==> src/rtl/aes_pkg.sv <==
// Shared AES key-schedule definitions.
// Holds the AES-128 round count, the inverse key expander FSM state type,
// the RotWord helper and the Rcon lookup. The forward and inverse key
// expanders both import this package.
package aes_pkg;

    localparam int NUM_ROUNDS = 10;

    typedef enum logic [1:0] {
        IDLE   = 2'd0,
        LOAD   = 2'd1,
        EXPAND = 2'd2,
        DONE_S = 2'd3
    } state_t;

    // Left rotate by one byte: {a0,a1,a2,a3} -> {a1,a2,a3,a0}
    function automatic logic [31:0] rot_word(input logic [31:0] w);
        return {w[23:0], w[31:24]};
    endfunction

    // Round constant for rounds 1..10, placed in the most significant byte
    function automatic logic [31:0] rcon(input logic [3:0] i);
        logic [7:0] rc;
        case (i)
            4'd1:    rc = 8'h01;
            4'd2:    rc = 8'h02;
            4'd3:    rc = 8'h04;
            4'd4:    rc = 8'h08;
            4'd5:    rc = 8'h10;
            4'd6:    rc = 8'h20;
            4'd7:    rc = 8'h40;
            4'd8:    rc = 8'h80;
            4'd9:    rc = 8'h1b;
            4'd10:   rc = 8'h36;
            default: rc = 8'h00;
        endcase
        return {rc, 24'h0};
    endfunction

endpackage

==> src/rtl/inv_key_expand_if.sv <==
// Control/data bundle of the inverse key expander.
//   start         : one-cycle pulse that begins loading the round-10 key
//   key_in        : round-10 key words, MSW first, four cycles after start
//   round_key_num : stored round key select 0..10
//   r_index       : word select, 0 = [127:96] .. 3 = [31:0]
//   round_key     : selected word (combinational from storage)
//   done / busy   : registered status
// master drives the request side; slave is the expander.
interface inv_key_expand_if;
    logic        start;
    logic [31:0] key_in;
    logic [3:0]  round_key_num;
    logic [1:0]  r_index;
    logic [31:0] round_key;
    logic        done;
    logic        busy;

    modport master (
        output start, key_in, round_key_num, r_index,
        input  round_key, done, busy
    );

    modport slave (
        input  start, key_in, round_key_num, r_index,
        output round_key, done, busy
    );
endinterface

==> src/rtl/aes_sbox.sv <==
// Combinational AES forward S-box (FIPS-197), one byte in, one byte out.
//   a : input byte
//   y : substituted byte
module aes_sbox (
    input  logic [7:0] a,
    output logic [7:0] y
);
    localparam logic [7:0] SBOX [0:255] = '{
        8'h63, 8'h7c, 8'h77, 8'h7b, 8'hf2, 8'h6b, 8'h6f, 8'hc5, 8'h30, 8'h01, 8'h67, 8'h2b, 8'hfe, 8'hd7, 8'hab, 8'h76,
        8'hca, 8'h82, 8'hc9, 8'h7d, 8'hfa, 8'h59, 8'h47, 8'hf0, 8'had, 8'hd4, 8'ha2, 8'haf, 8'h9c, 8'ha4, 8'h72, 8'hc0,
        8'hb7, 8'hfd, 8'h93, 8'h26, 8'h36, 8'h3f, 8'hf7, 8'hcc, 8'h34, 8'ha5, 8'he5, 8'hf1, 8'h71, 8'hd8, 8'h31, 8'h15,
        8'h04, 8'hc7, 8'h23, 8'hc3, 8'h18, 8'h96, 8'h05, 8'h9a, 8'h07, 8'h12, 8'h80, 8'he2, 8'heb, 8'h27, 8'hb2, 8'h75,
        8'h09, 8'h83, 8'h2c, 8'h1a, 8'h1b, 8'h6e, 8'h5a, 8'ha0, 8'h52, 8'h3b, 8'hd6, 8'hb3, 8'h29, 8'he3, 8'h2f, 8'h84,
        8'h53, 8'hd1, 8'h00, 8'hed, 8'h20, 8'hfc, 8'hb1, 8'h5b, 8'h6a, 8'hcb, 8'hbe, 8'h39, 8'h4a, 8'h4c, 8'h58, 8'hcf,
        8'hd0, 8'hef, 8'haa, 8'hfb, 8'h43, 8'h4d, 8'h33, 8'h85, 8'h45, 8'hf9, 8'h02, 8'h7f, 8'h50, 8'h3c, 8'h9f, 8'ha8,
        8'h51, 8'ha3, 8'h40, 8'h8f, 8'h92, 8'h9d, 8'h38, 8'hf5, 8'hbc, 8'hb6, 8'hda, 8'h21, 8'h10, 8'hff, 8'hf3, 8'hd2,
        8'hcd, 8'h0c, 8'h13, 8'hec, 8'h5f, 8'h97, 8'h44, 8'h17, 8'hc4, 8'ha7, 8'h7e, 8'h3d, 8'h64, 8'h5d, 8'h19, 8'h73,
        8'h60, 8'h81, 8'h4f, 8'hdc, 8'h22, 8'h2a, 8'h90, 8'h88, 8'h46, 8'hee, 8'hb8, 8'h14, 8'hde, 8'h5e, 8'h0b, 8'hdb,
        8'he0, 8'h32, 8'h3a, 8'h0a, 8'h49, 8'h06, 8'h24, 8'h5c, 8'hc2, 8'hd3, 8'hac, 8'h62, 8'h91, 8'h95, 8'he4, 8'h79,
        8'he7, 8'hc8, 8'h37, 8'h6d, 8'h8d, 8'hd5, 8'h4e, 8'ha9, 8'h6c, 8'h56, 8'hf4, 8'hea, 8'h65, 8'h7a, 8'hae, 8'h08,
        8'hba, 8'h78, 8'h25, 8'h2e, 8'h1c, 8'ha6, 8'hb4, 8'hc6, 8'he8, 8'hdd, 8'h74, 8'h1f, 8'h4b, 8'hbd, 8'h8b, 8'h8a,
        8'h70, 8'h3e, 8'hb5, 8'h66, 8'h48, 8'h03, 8'hf6, 8'h0e, 8'h61, 8'h35, 8'h57, 8'hb9, 8'h86, 8'hc1, 8'h1d, 8'h9e,
        8'he1, 8'hf8, 8'h98, 8'h11, 8'h69, 8'hd9, 8'h8e, 8'h94, 8'h9b, 8'h1e, 8'h87, 8'he9, 8'hce, 8'h55, 8'h28, 8'hdf,
        8'h8c, 8'ha1, 8'h89, 8'h0d, 8'hbf, 8'he6, 8'h42, 8'h68, 8'h41, 8'h99, 8'h2d, 8'h0f, 8'hb0, 8'h54, 8'hbb, 8'h16
    };

    assign y = SBOX[a];
endmodule

==> src/rtl/inv_key_expand.sv <==
// AES-128 inverse key expander.
// Loads the final (round-10) key one word per cycle, then walks the key
// schedule backwards one round per cycle, storing all 11 round keys.
// Any stored word can be read combinationally once done is high.
//   clk, reset : single clock, asynchronous active-high reset
//   bus        : inv_key_expand_if.slave (start/key_in in, round key read
//                port, done/busy status out)
//   dbg_curr_round_key : full 128-bit key at round_key_num (zero when
//                out of range); present only when INV_KEY_DBG_EN is defined
// Timing: start at T0, key words at T1..T4, keys 9..0 at T5..T14,
// done high (busy low) after T15.
module inv_key_expand #(
    parameter int NUM_ROUNDS = aes_pkg::NUM_ROUNDS
) (
    input  logic             clk,
    input  logic             reset,
    inv_key_expand_if.slave  bus
`ifdef INV_KEY_DBG_EN
    ,
    output logic [127:0]     dbg_curr_round_key
`endif
);
    import aes_pkg::*;

    state_t       state;
    logic [1:0]   load_cnt;
    logic [3:0]   rnd;
    logic         done_q;
    logic         busy_q;
    logic [127:0] keys [0:NUM_ROUNDS];

    // Backward step: round rnd -> round rnd-1
    logic [127:0] cur;
    logic [31:0]  w0, w1, w2, w3;
    logic [31:0]  p0, p1, p2, p3;
    logic [31:0]  rot, sub;

    assign cur = keys[rnd];
    assign {w0, w1, w2, w3} = cur;
    assign p3  = w3 ^ w2;
    assign p2  = w2 ^ w1;
    assign p1  = w1 ^ w0;
    assign rot = rot_word(p3);

    for (genvar g = 0; g < 4; g++) begin : g_sub
        aes_sbox u_sbox (.a(rot[8*g +: 8]), .y(sub[8*g +: 8]));
    end

    assign p0 = w0 ^ sub ^ rcon(rnd);

    always_ff @(posedge clk or posedge reset) begin
        if (reset) begin
            state    <= IDLE;
            load_cnt <= 2'd0;
            rnd      <= 4'd0;
            done_q   <= 1'b0;
            busy_q   <= 1'b0;
            for (int i = 0; i <= NUM_ROUNDS; i++) keys[i] <= '0;
        end else if (bus.start) begin
            // start wins in every state; stored keys are left as they are
            state    <= LOAD;
            load_cnt <= 2'd0;
            done_q   <= 1'b0;
            busy_q   <= 1'b1;
        end else begin
            case (state)
                LOAD: begin
                    case (load_cnt)
                        2'd0: keys[NUM_ROUNDS][127:96] <= bus.key_in;
                        2'd1: keys[NUM_ROUNDS][95:64]  <= bus.key_in;
                        2'd2: keys[NUM_ROUNDS][63:32]  <= bus.key_in;
                        default: keys[NUM_ROUNDS][31:0] <= bus.key_in;
                    endcase
                    load_cnt <= load_cnt + 2'd1;
                    if (load_cnt == 2'd3) begin
                        state <= EXPAND;
                        rnd   <= 4'(NUM_ROUNDS);
                    end
                end
                EXPAND: begin
                    keys[rnd - 4'd1] <= {p0, p1, p2, p3};
                    rnd              <= rnd - 4'd1;
                    if (rnd == 4'd1) state <= DONE_S;
                end
                DONE_S: begin
                    done_q <= 1'b1;
                    busy_q <= 1'b0;
                    state  <= IDLE;
                end
                default: ;
            endcase
        end
    end

    // Read port
    logic [127:0] sel_key;

    always_comb begin
        sel_key = '0;
        if (bus.round_key_num <= 4'(NUM_ROUNDS)) sel_key = keys[bus.round_key_num];
    end

    always_comb begin
        case (bus.r_index)
            2'd0:    bus.round_key = sel_key[127:96];
            2'd1:    bus.round_key = sel_key[95:64];
            2'd2:    bus.round_key = sel_key[63:32];
            default: bus.round_key = sel_key[31:0];
        endcase
    end

    assign bus.done = done_q;
    assign bus.busy = busy_q;

`ifdef INV_KEY_DBG_EN
    assign dbg_curr_round_key = sel_key;
`endif

endmodule

==> src/flat_wrapper.sv <==
// flat-port wrapper written by rule: the top's interface ports become plain ports
module inv_key_expand_flat import aes_pkg::*;
#(
    parameter int NUM_ROUNDS = aes_pkg::NUM_ROUNDS
)
  (clk, reset, bus_start, bus_key_in, bus_round_key_num, bus_r_index, bus_round_key, bus_done, bus_busy);
  inv_key_expand_if bus_i ();
  input  logic clk;
  input  logic reset;
  input wire logic [$bits(bus_i.start)-1:0] bus_start;
  input wire logic [$bits(bus_i.key_in)-1:0] bus_key_in;
  input wire logic [$bits(bus_i.round_key_num)-1:0] bus_round_key_num;
  input wire logic [$bits(bus_i.r_index)-1:0] bus_r_index;
  output wire logic [$bits(bus_i.round_key)-1:0] bus_round_key;
  output wire logic [$bits(bus_i.done)-1:0] bus_done;
  output wire logic [$bits(bus_i.busy)-1:0] bus_busy;
  assign bus_i.start = bus_start;
  assign bus_i.key_in = bus_key_in;
  assign bus_i.round_key_num = bus_round_key_num;
  assign bus_i.r_index = bus_r_index;
  assign bus_round_key = bus_i.round_key;
  assign bus_done = bus_i.done;
  assign bus_busy = bus_i.busy;
  inv_key_expand #(.NUM_ROUNDS(NUM_ROUNDS)) u_core (.clk(clk), .reset(reset), .bus(bus_i));
endmodule
==> config.mk <==
export PLATFORM = sky130hd
export DESIGN_NAME = inv_key_expand_flat
export DESIGN_NICKNAME = d
export VERILOG_FILES = /design/src/rtl/aes_pkg.sv /design/src/rtl/inv_key_expand_if.sv /design/src/rtl/aes_sbox.sv /design/src/rtl/inv_key_expand.sv /design/src/flat_wrapper.sv
export SDC_FILE = /design/constraint.sdc
export NUM_CORES = 2
export LEC_CHECK = 0
export CAP_MARGIN = 30
export CORE_UTILIZATION = 50
export DETAILED_ROUTE_END_ITERATION = 8
export HOLD_SLACK_MARGIN = 0.06
export PLACE_DENSITY = 0.66
export RECOVER_POWER = 25
export SLEW_MARGIN = 20
export SYNTH_ARGS = -nofsm -noshare
export SYNTH_HDL_FRONTEND = slang
export SYNTH_SLANG_ARGS = --single-unit
==> constraint.sdc <==
create_clock -name clk -period 55.8 [get_ports clk]
set_input_delay 8.37 -clock clk [delete_from_list [all_inputs] [get_ports clk]]
set_output_delay 8.37 -clock clk [all_outputs]
set_load 0.05 [all_outputs]
After elaboration in Yosys (flattened, before gate mapping)
Memories as Yosys holds them, arrays and structs flattened.
Cells that the tools add are included.
Word-level totals
  flip-flop bits (word level): 1418
  memories: 5
  memory bits (read-only): 8320
Memory list
  (name not given): depth 256, bits a word 8, read ports 1, clocked after memory_dff 0, wr ports 0, RTL line aes_sbox.sv:27  | assign y = SBOX[a];
  (name not given): depth 256, bits a word 8, read ports 1, clocked after memory_dff 0, wr ports 0, RTL line aes_sbox.sv:27
  (name not given): depth 256, bits a word 8, read ports 1, clocked after memory_dff 0, wr ports 0, RTL line aes_sbox.sv:27
  (name not given): depth 256, bits a word 8, read ports 1, clocked after memory_dff 0, wr ports 0, RTL line aes_sbox.sv:27
  (name not given): depth 16, bits a word 8, read ports 1, clocked after memory_dff 0, wr ports 0, RTL line aes_pkg.sv:24  | case (i)
Operators by class
  $add $sub $neg: 2
  muxes and demuxes: 36
  magnitude comparators: 9
  eq/ne operators: 16
  bitwise logic cells: 13
  reductions and logical operators: 15
Operators with widths (count)
  $bwmux W1408: 1
  $bmux W128 S4: 2
  $mux W128: 6
  $demux W128 S4: 1
  $pmux W128 S2: 1
  $xor A32 B32 Y32: 5
  $mux W32: 4
  $pmux W32 S3: 1
  $mux W8: 8
  $ge A9 B9 Y1 const B: 4
  $not A8 Y9: 4
  $reduce_and A3 Y1: 6
  $ge A5 B5 Y1 const B: 3
  $not A4 Y5: 3
  $eq A2 B2 Y1 const B: 5
  $mux W2: 5
  $ne A2 B2 Y1 const B: 4
  $pmux W4 S2: 1
  $eq A2 B1 Y1 const B: 3
  $ne A3 B2 Y1 const B: 2
  $pmux W2 S3: 1
  $reduce_bool A2 Y1: 3
  $lt A5 B1 Y1 const B: 1
  $eq A4 B1 Y1 const B: 1
  other kinds (12): 16

Longest topological paths before layout
  word-level depth: 13
  depth in mapped cells: 25

Modules after synthesis
Synthesis repeated with hierarchy kept, for this count alone.
Second synthesis, totals
  cell total of the unflattened synthesis: 9437
  area total of the unflattened synthesis: 88349.7 µm²
By module, submodules not included
  inv_key_expand: area each 75382.3 µm², cells an instance 7333, sequential area each 35484.0 µm², instances 1
  aes_sbox (u_core.g_sub[2].u_sbox): area each 3326.9 µm², cells an instance 530, sequential area each 0.0 µm², instances 1
  aes_sbox (u_core.g_sub[0].u_sbox): area each 3221.8 µm², cells an instance 525, sequential area each 0.0 µm², instances 1
  aes_sbox (u_core.g_sub[3].u_sbox): area each 3216.8 µm², cells an instance 532, sequential area each 0.0 µm², instances 1
  aes_sbox (u_core.g_sub[1].u_sbox): area each 3201.8 µm², cells an instance 517, sequential area each 0.0 µm², instances 1

Worst setup path after synthesis
OpenSTA, ideal clock, no wires.
  kind: input to output
  start: in bus_round_key_num[0]
  end: out bus_round_key[11]
  slack: 36.513 ns
  data required time: 47.430 ns
  data arrival time: 10.917 ns
  stages: 11
  cell sequence: clkbuf_1 clkbuf_1 clkbuf_1 buf_1 mux2i_1 o22ai_1 nor2_1 o21ai_0 a21oi_1 o22ai_1 o21a_1
Between the ends
  word-level cells in the longest chain between the ends: 6
  elaborated cells on any way between the ends: 7
  classes of those cells: order compare (1); mux (5); bitwise (1)
Ends and longest elaborated chain
  start, declared: RTL line flat_wrapper.sv:12  | input wire logic [$bits(bus_i.round_key_num)-1:0] bus_round_key_num;
  $not A4 Y5 (implied by the code): RTL line inv_key_expand.sv:100  | if (bus.round_key_num <= 4'(NUM_ROUNDS)) sel_key = keys[bus.round_key_num];
  $bmux W128 S4: RTL line inv_key_expand.sv:100
  $mux W128 (implied by the code) (2 in series): RTL line inv_key_expand.sv:100
  $mux W128 (*): RTL line inv_key_expand.sv:100
  $pmux W32 S3 (*): RTL line inv_key_expand.sv:104  | case (bus.r_index)
  end, declared: RTL line flat_wrapper.sv:14  | output wire logic [$bits(bus_i.round_key)-1:0] bus_round_key;
Every way passes the cells marked *; elsewhere a longest branch is shown, timed or not. The select of a mux whose other input is x is not followed.

Worst setup path after layout
  start: in bus_round_key_num[0]
  end: out bus_round_key[6]
Same word-level chain as after synthesis.

==> qor.json <==
{
  "status": {"value": "finished with violations"},
  "violations": {"value": "capacitance limit, slew limit"},
  "synth_fp_nets": {"value": 9769},
  "layout.nets": {"value": 9256},
  "clock-root-buffer": {"value": "sky130_fd_sc_hd__clkbuf_16"},
  "num_io_pins": {"value": 75},
  "final-hold-violation-count": {"value": 0},
  "routed-via-count": {"value": 82500},
  "most_used_flip_flop_cell_after_synthesis": {"value": "sky130_fd_sc_hd__dfrtp_1"},
  "proportion_of_layout_cells_with_a_drive_suffix_above_1": {"value": 14.0, "unit": "%"},
  "grt-ovfl-total": {"value": 0},
  "cts_hold_buffers": {"value": 0},
  "post-route-period-util": {"value": 39.3, "unit": "%"},
  "cts-buffers-inserted": {"value": 157},
  "final_common_cell": {"value": "sky130_fd_sc_hd__nand2_1"},
  "fp.dieH": {"value": 425, "unit": "um"},
  "avgRoutedWirePerCell": {"value": 31.3, "unit": "um"},
  "average_cell_area_after_synthesis": {"value": 9.25, "unit": "um^2"},
  "die_x": {"value": 425, "unit": "um"},
  "dp_worst_setup_slack": {"value": 33.88, "unit": "ns"},
  "achievable-frequency": {"value": 45.7, "unit": "MHz"},
  "async_reset_ff_share": {"value": 100, "unit": "%"},
  "worst_pin_slew": {"value": 4.58, "unit": "ns"},
  "drtPass1Iterations": {"value": 9},
  "ant_nets": {"value": 0},
  "fp.dieArea": {"value": 181000, "unit": "um^2"},
  "first_iter_violations": {"value": 12100},
  "finalWorstPathRequiredPeriod": {"value": 21.90, "unit": "ns"},
  "reg2reg_from": {"value": "u_core.rnd[0]"},
  "worst_path_max_delay_cell": {"value": "sky130_fd_sc_hd__clkdlybuf4s50_1"},
  "maxCapViolCount": {"value": 21},
  "floorplan_core_area": {"value": 177000, "unit": "um^2"},
  "cts_setup_buffers": {"value": 0},
  "post_layout_util": {"value": 54.6, "unit": "%"},
  "detail_route.vias_per_cell": {"value": 7.09},
  "worstSkewPairLatency": {"value": 0.83, "unit": "ns"},
  "synth_warnings": {"value": 0},
  "clock-sinks": {"value": 1418},
  "grt.met1_usage": {"value": 52.8, "unit": "%"},
  "hpwl": {"value": 227, "unit": "mm"},
  "htree_levels": {"value": 4},
  "multi_input_comb_area": {"value": 49400, "unit": "um^2"},
  "fillers": {"value": 15700},
  "number_of_global_route_vias_before_repair": {"value": 79900},
  "grt_usage": {"value": 39.8, "unit": "%"},
  "worst-path-buf-inv": {"value": 5},
  "cts.repair.resized": {"value": 0},
  "critical_path.max_stage_delay": {"value": 0.92, "unit": "ns"},
  "sequential_cell_area": {"value": 35500, "unit": "um^2"},
  "global_route.usage.met2": {"value": 58.1, "unit": "%"},
  "mappedNetlistArea": {"value": 89500, "unit": "um^2"},
  "cts-root-to-sink-buffers": {"value": 3},
  "hold_start": {"value": "u_core.keys[1009]"},
  "cp_max_fo": {"value": 79},
  "most_frequent_cells_in_the_layout": {"value": "sky130_fd_sc_hd__nand2_1 (1647), sky130_fd_sc_hd__o21ai_0 (1482), sky130_fd_sc_hd__dfrtp_1 (1414)"},
  "slew_headroom": {"value": -205, "unit": "%"},
  "cts_tree": {"value": "yes"},
  "totalWireLength": {"value": 364, "unit": "mm"},
  "slew_violations": {"value": 1030},
  "setup-tns-final": {"value": 0, "unit": "ns"},
  "reg2reg_slack": {"value": 46.64, "unit": "ns"},
  "rows": {"value": 154},
  "hold_class": {"value": "reg2reg"},
  "final_critical_path_setup_slack": {"value": 33.90, "unit": "ns"},
  "worst_path_dominant_cell_family": {"value": "buffers and inverters"},
  "grt_pass1_wl": {"value": 540, "unit": "mm"},
  "setup_viol": {"value": 0},
  "timing.critical_path.cells": {"value": "buf_8 > buf_4 > buf_4 > buf_4 > mux2i_1 > o22ai_1 > nor3_1 > a21oi_1 > a21oi_1 > o22ai_1 > o21a_1 > clkdlybuf4s50_1"},
  "cts.reportedPaths.clkPinSlew": {"value": 0.06, "unit": "ns"},
  "synth-edff-count": {"value": 0},
  "launching_element_type_of_the_critical_path": {"value": "input pin"},
  "worstSetupPathType": {"value": "in2out"},
  "timing.critical_path.mode_cell": {"value": "sky130_fd_sc_hd__buf_4"},
  "synthesis.instances": {"value": 9674},
  "grtUsageMet3": {"value": 10.3, "unit": "%"},
  "setup_crit_end_kind": {"value": "output port"},
  "critical_path.reg2reg.endpoint": {"value": "u_core.keys[752]"},
  "worstPathRequired": {"value": 47.43, "unit": "ns"},
  "synth.lib_cells_used.distinct": {"value": 112},
  "flip_flop_and_latch_count_after_synthesis": {"value": 1418},
  "fin_worst_skew": {"value": 0.0331, "unit": "ns"},
  "drcViolationCount": {"value": 0},
  "grt_max_degree": {"value": 187},
  "io_buffers": {"value": 74},
  "effective_utilization_at_floorplan": {"value": 50.6, "unit": "%"},
  "grt_most_used_layer": {"value": "met2"},
  "synth.yosys.seq_area_share": {"value": 39.6, "unit": "%"},
  "worstHoldPathCells": {"value": 2},
  "grt_antenna_before_repair": {"value": 14},
  "flow.area_growth_from_synthesis": {"value": 7.81, "unit": "%"},
  "holdPathEnd": {"value": "u_core.keys[1009]"},
  "place_congestion": {"value": 0.982},
  "crit_arrival": {"value": 13.53, "unit": "ns"},
  "rsz0062_at_grt": {"value": "no"},
  "ff2ff_path_depth": {"value": 20}
}
[layout make-up]
type	count	share of cell area, %
Multi-Input combinational cell	7173	51.2
Sequential cell	1418	36.8
Clock buffer	217	4.71
Timing Repair Buffer	364	3.28
Tap cell	2340	3.03
Clock inverter	64	0.809
Inverter	47	0.201
Antenna cell	7	0.0182
[metal layers]
metal,vias to the layer above,part of all wire [%]
met4,16,7.3
met2,5714,43
li1,34500,-
met3,1455,12
met5,-,0.030
met1,40700,38
[Yosys cell counts, drive strengths merged (66+ instances only)]
| cell | instances | share of area, % |
|---|---|---|
| mux4 | 493 | 12 |
| nor3 | 152 | 0.90 |
| nand2 | 1652 | 6.9 |
| nand3 | 156 | 0.89 |
| o22ai | 168 | 1.2 |
| mux2 | 127 | 1.6 |
| o211ai | 71 | 0.60 |
| a22oi | 102 | 0.86 |
| a22o | 66 | 0.65 |
| buf | 383 | 2.7 |
| a211oi | 74 | 0.65 |
| dfrtp | 1418 | 40 |
| clkbuf | 653 | 2.7 |
| nor2 | 602 | 2.6 |
| a31oi | 69 | 0.49 |
| mux2i | 281 | 3.1 |
| xnor2 | 110 | 1.2 |
| a21oi | 663 | 3.7 |
| o21ai | 1592 | 9.0 |
[worst max-delay path by stage]
stage                         start  cells after the start          endpoint
2_1_floorplan                 reset                      1   u_core.bus.busy
3_3_place_gp   bus_round_key_num[0]                     12  bus_round_key[6]
3_5_place_dp   bus_round_key_num[0]                     12  bus_round_key[6]
4_1_cts        bus_round_key_num[0]                     12  bus_round_key[6]
5_1_grt        bus_round_key_num[0]                     12  bus_round_key[6]
6_report       bus_round_key_num[0]                     12  bus_round_key[6]
[worst min-delay path: stages (launching register included)]
cell                      delay, ns
sky130_fd_sc_hd__dfrtp_1       0.35
sky130_fd_sc_hd__nand2_1       0.05
sky130_fd_sc_hd__o21ai_0       0.06
[sequential cells by signal, indices dropped and copies added (netlist names)]
register         flops
u_core.state         2
u_core.keys       1408
u_core.rnd           4
u_core.bus.done      1
u_core.bus.busy      1
u_core.load_cnt      2
[cells by family (layout without fill, tap and decap cells)]
| group | Yosys count | count (layout) | share of synthesized area, % |
|---|---|---|---|
| AND/OR/NAND/NOR | 2729 | 2729 | 12.6 |
| buffers and inverters | 1083 | 692 | 5.69 |
| AO/OA/AOI/OAI | 3328 | 3328 | 22.4 |
| other | 0 | 7 | 0 |
| multiplexers | 901 | 901 | 17.2 |
| flip-flops | 1418 | 1418 | 39.6 |
| XOR/XNOR | 160 | 160 | 1.76 |
| adder cells (fa/ha/maj) | 55 | 55 | 0.766 |
[through the flow]
step,hold WS [ns],std cells,area (um^2)
final,0.495,11600,96500
after global routing,0.516,11600,96500
after floorplan,0.457,9674,89500
after CTS,0.497,11600,96400
after detailed placement,0.483,11300,91100
after global placement,0.471,11300,90800
Power is left out: the tool's default activity adds up to more than one toggle a clock period on the data nets, which glitch-free logic cannot reach.
